$ cat config.mk
export PLATFORM = sky130hd
export DESIGN_NAME = demux_1_to_n_stream
export DESIGN_NICKNAME = d
export VERILOG_FILES = /design/src/rtl/demux_1_to_n_stream.sv
export SDC_FILE = /design/constraint.sdc
export NUM_CORES = 1
export LEC_CHECK = 0
export ABC_AREA = 1
export CAP_MARGIN = 40
export CORE_MARGIN = 1.5
export CORE_UTILIZATION = 45
export DETAILED_ROUTE_END_ITERATION = 7
export PLACE_DENSITY = 0.79
export SKIP_LAST_GASP = 1
export SYNTH_ARGS = -nofsm -noshare
export SYNTH_HDL_FRONTEND = slang
export SYNTH_SLANG_ARGS = --single-unit
$ cat constraint.sdc
create_clock -name clk -period 1.9 [get_ports clk]
set_input_delay 0.285 -clock clk [delete_from_list [all_inputs] [get_ports clk]]
set_output_delay 0.285 -clock clk [all_outputs]
set_load 0.1 [all_outputs]
$ cat src/rtl/demux_1_to_n_stream.sv
// Registered 1-to-NCH stream demultiplexer with addressed and round-robin routing.
// Each channel owns a one-entry output register; bad addressed selects are dropped and counted.
module demux_1_to_n_stream #(
  parameter int unsigned WIDTH = 8,
  parameter int unsigned NCH   = 4,
  parameter int unsigned SELW  = 2,
  parameter int unsigned ERRW  = 8
) (
  input  logic                 clk,
  input  logic                 rst_n,
  input  logic                 in_valid,
  output logic                 in_ready,
  input  logic [WIDTH-1:0]     in_data,
  input  logic [SELW-1:0]      sel,
  input  logic                 mode,
  output logic [NCH-1:0]       out_valid,
  input  logic [NCH-1:0]       out_ready,
  output logic [NCH*WIDTH-1:0] out_data,
  output logic [SELW-1:0]      rr_ptr,
  output logic [ERRW-1:0]      err_count
);

  logic [NCH-1:0]       out_valid_q, out_valid_d;
  logic [NCH*WIDTH-1:0] out_data_q, out_data_d;
  logic [SELW-1:0]      rr_ptr_q, rr_ptr_d;
  logic [ERRW-1:0]      err_q, err_d;

  logic [SELW-1:0] tgt;
  logic            tgt_ok;
  logic            accept;
  logic [NCH-1:0]  free;
  logic [NCH-1:0]  load;

  always_comb begin
    tgt      = mode ? rr_ptr_q : sel;
    free     = ~out_valid_q | out_ready;
    tgt_ok   = 1'b0;
    // An out-of-range target has no register behind it, so it always accepts.
    in_ready = 1'b1;
    for (int unsigned i = 0; i < NCH; i++) begin
      if (tgt == SELW'(i)) begin
        tgt_ok   = 1'b1;
        in_ready = free[i];
      end
    end
    accept = in_valid & in_ready;

    load = '0;
    for (int unsigned i = 0; i < NCH; i++) begin
      load[i] = accept & (tgt == SELW'(i));
    end

    // A load wins over a drain, giving back-to-back throughput per channel.
    out_valid_d = load | (out_valid_q & ~out_ready);
    out_data_d  = out_data_q;
    for (int unsigned i = 0; i < NCH; i++) begin
      if (load[i]) begin
        out_data_d[i*WIDTH +: WIDTH] = in_data;
      end
    end

    rr_ptr_d = rr_ptr_q;
    if (accept && mode) begin
      rr_ptr_d = (rr_ptr_q == SELW'(NCH - 1)) ? '0 : rr_ptr_q + SELW'(1);
    end

    err_d = err_q;
    if (accept && !mode && !tgt_ok && (err_q != '1)) begin
      err_d = err_q + ERRW'(1);
    end
  end

  always_ff @(posedge clk or negedge rst_n) begin
    if (!rst_n) begin
      out_valid_q <= '0;
      out_data_q  <= '0;
      rr_ptr_q    <= '0;
      err_q       <= '0;
    end else begin
      out_valid_q <= out_valid_d;
      out_data_q  <= out_data_d;
      rr_ptr_q    <= rr_ptr_d;
      err_q       <= err_d;
    end
  end

  assign out_valid = out_valid_q;
  assign out_data  = out_data_q;
  assign rr_ptr    = rr_ptr_q;
  assign err_count = err_q;

endmodule

Yosys cells after proc, flatten, opt, wreduce, memory -nomap -nowiden

Index checks and enable logic that the tools add are counted.

Word-level logic and storage cells: 41
Bits in latches: 0
RAM bits: 0
Register bits after elaboration: 46
Memories kept: 0
Bits in read-only memories: 0

Divide/modulo/power cells: 0
Bitwise logic cells: 10
$add $sub $neg: 2
$mul: 0
Shift-type cells: 0
Mux-type cells: 10
Equality and inequality tests: 5
Magnitude comparators: 0
Reduce and logical (&&, ||, !) cells: 7

Operator list:

| kind                                           | count |
|---|---|
| adder 8 x 1 -> 8 bit (second input constant)   | 1 |
| two-way mux 1 bit                              | 8 |
| inequality test 8 bit (second input constant)  | 1 |
| NOT 4 bit                                      | 2 |
| OR 4 bit                                       | 2 |
| == test 2 bit (second input constant)          | 3 |
| AND 1 bit                                      | 5 |
| AND 4 bit                                      | 1 |
| logical AND 1 bit                              | 4 |
| two-way mux 2 bit                              | 2 |
| adder 2 x 1 -> 2 bit (second input constant)   | 1 |
| == test 2 x 1 -> 1 bit (second input constant) | 1 |
| logical NOT 1 bit                              | 2 |
| logical NOT 2 bit                              | 1 |

Depth between registers and ports, before layout

Depth after elaboration: 10
Mapped depth: 11

Least setup slack after synthesis

Ideal clock, no wire load.

Path type: register to output
Start: reg rr_ptr_q[0], in the netlist rr_ptr[0]
End: out in_ready
Arrival time: 1.943 ns
Cell stages (with the launch flop): 8
Slack: -0.328 ns
Cell sequence: dfrtp_1 -> inv_1 -> nand2_2 -> nand2_4 -> nor2_8 -> o21ai_2 -> nand2_4 -> buf_4

Longest elaborated chain between the ends: 6

RTL lines:

| what                            | RTL line | text |
|---|---|---|
| start, declared                 | 25       | `logic [SELW-1:0] rr_ptr_q, rr_ptr_d;` |
| start signal, assigned          | 82       | `rr_ptr_q <= rr_ptr_d;` |
| two-way mux 2 bit (*)           | 35       | `tgt = mode ? rr_ptr_q : sel;` |
| logical NOT 2 bit               | 41       | `if (tgt == SELW'(i)) begin` |
| two-way mux 1 bit (3 in series) | 41       |  |
| two-way mux 1 bit (*)           | 41       |  |
| end, declared                   | 12       | `output logic in_ready,` |

Every way passes the cells marked *; elsewhere a longest branch is shown, timed or not.

Worst setup path in the final report

Ends and elaborated chain as after synthesis.

==> impl_metrics.ini <==
[layout]
syn_to_final_growth_pct = 40.3
final_common_cell = nand2_1
mostFrequentLayoutCells = nand2_1 (73), buf_4 (59), dfrtp_1 (41), nand4_1 (33), clkdlybuf4s50_1 (15)
nets = 299
antenna_cells = 0
final_area_um2 = 2800
layout-drive-gt1-share_pct = 32.7

[min_path]
hold_path.class = flip-flop to flip-flop

[setup_path]
critPathLaunchType = flip-flop
required_ns = 1.62
crit_fanout = 5
criticalPathCategory = flip-flop to output port
reg2reg_from = rr_ptr[0]
r2r_cells = 11
cp.arrival_ns = 1.55
endpoint = in_ready
reg2reg_slack_ns = 0.14
startpoint = rr_ptr[0]
end_kind = output port
r2r-end = out_data[6]

[placed_design]
gp_congestion = 0.843
hpwl_mm = 3.39
port_buffers = 64
dpl-instance-area_um2 = 2650

[cts]
clock-root-buffer = clkbuf_8
clock_latency_ns = 0.29
numCtsBuffers = 5
h-tree-depth = 2
cts_buffer_depth = 2
clkSinkCount = 46
cts_tree = built
clkTransAtPathRegs_ns = 0.09

[global_routing]
grt_max_degree = 47
antenna_found_initial = 0
grt_pass1_vias = 1646
overflow = 0
grt_pass1_wl_mm = 7.97
track_usage_pct = 20.7

[routing]
drtIter0Drc = 145
vias = 1736
drtAntennaViolNets = 0
firstDrtPassIters = 4
via_per_inst = 5.21
wirelength_mm = 4.79
drc = 0
wl_per_cell_um = 14.4

[synth]
synth_fp_nets = 226
ys_ff_latch = 46
yosysTopAreaCellShare_pct = 57.8
syn_avg_cell_area_um2 = 9.62
ys_top_cells_by_area = dfrtp_1 (58%), nand2_1 (14%), nand4_1 (10%)
syn_area_um2 = 1990
ys_types = 19
synth_top_area_cell = dfrtp_1
syn_inst = 207
yosys_warnings = 0
yosysSeqAreaShare_pct = 57.8

[floorplanning]
start_util_pct = 46.4
placementRows = 24
io-pin-count = 65
die_y_um = 69.5
die_w_um = 69.5
core_um2 = 4290
dieArea_um2 = 4830

[sta]
final-setup-viol-count = 0
finalCritPeriodShare_pct = 96.6
fin_hold_ws_ns = 0.383
max_freq_mhz = 545
max_slew_margin_pct = 82.0
drv_slew = 0
fin_skew_ns = 0.00643
tightest_slew_ns = 0.269
fin_crit_ns = 1.83
hold_viol = 0
setup_tns_ns = 0

[run_status]
status = finished clean

[run]
cap_violations = 0
==> timing repair <==
item,in CTS,in global routing
endpoints found under the setup margin,1,20
hold buffers,1,0
endpoints found under the hold margin,46,0
pin swaps,3,2
buffers inserted,2,1
resized for setup,1,1
==> worst min path at each step <==
stage,slack (ns),depth (start not counted),endpoint,start
finish,0.38,0,err_count[0],err_count[0]
CTS,0.38,0,err_count[4],err_count[4]
detailed placement,0.28,2,err_count[5],rst_n
global placement,0.28,2,err_count[5],rst_n
floorplan,-0.01,0,err_count[0],rst_n
global route,0.39,0,err_count[4],err_count[4]
==> stage by stage <==
stage               cells  worst slack (ns)  util [%]
finish                333            0.0654      65.1
CTS                   332            0.0162      64.8
floorplan             207           0.00591         -
global placement      321            -0.126      61.7
global route          333          -0.00326      65.1
detailed placement    321            -0.224      61.7
==> flip-flops by register name, summed over array words and instances (netlist names) <==
signal	cells
out_data	32
err_count	8
out_valid	4
rr_ptr	2
==> critical path: stages, from the launching register on <==
cell,delay [ns]
dfrtp_4,0.49
inv_1,0.07
nand2_2,0.07
nand2_4,0.10
inv_2,0.04
o21ai_1,0.07
nand3_1,0.13
nand2_4,0.11
buf_12,0.17
==> area by class of cell <==
cell class | count | area (um^2)
timing repair buffer | 82 | 708
clock buffer | 6 | 72.6
inverter | 10 | 37.5
clock inverter | 2 | 37.5
sequential | 46 | 1160
tap | 52 | 65.1
multi-input combinational | 135 | 714
fill | 360 | 1500
==> synthesized netlist by cell type <==
library cell	count
nor2_2	2
buf_2	1
nand3_4	4
o21ai_1	5
nand2_2	3
dfrtp_1	46
buf_12	1
clkbuf_1	11
inv_2	2
inv_1	8
nand4_1	33
nor2_8	1
nor2_1	5
nand2_1	73
buf_4	3
o21ai_2	1
nand2_4	2
ha_1	1
nand3_1	5
==> cells by family (layout without fill, tap and decap cells) <==
group,after synthesis,after routing,share of synthesized area [%]
flip-flops,46,46,57.8
AND/OR/NAND/NOR,128,128,33.5
buffers and inverters,26,100,6.34
AO/OA/AOI/OAI,6,6,1.70
adder cells (fa/ha/maj),1,1,0.628
==> metal layers <==
| metal | part of all wire [%] | vias to the layer above | routed length (um) | track usage [%] |
|---|---|---|---|---|
| li1 | - | 835 | - | - |
| met1 | 44 | 831 | 2130 | 28.3 |
| met2 | 48 | 62 | 2280 | 32.2 |
| met3 | 6.3 | 8 | 301 | 5.38 |
| met4 | 1.7 | 0 | 80 | 7.41 |
| met5 | 0 | - | 0 | 0 |
Power is left out: the tool's default activity adds up to more than one toggle a clock period on the data nets, which glitch-free logic cannot reach.
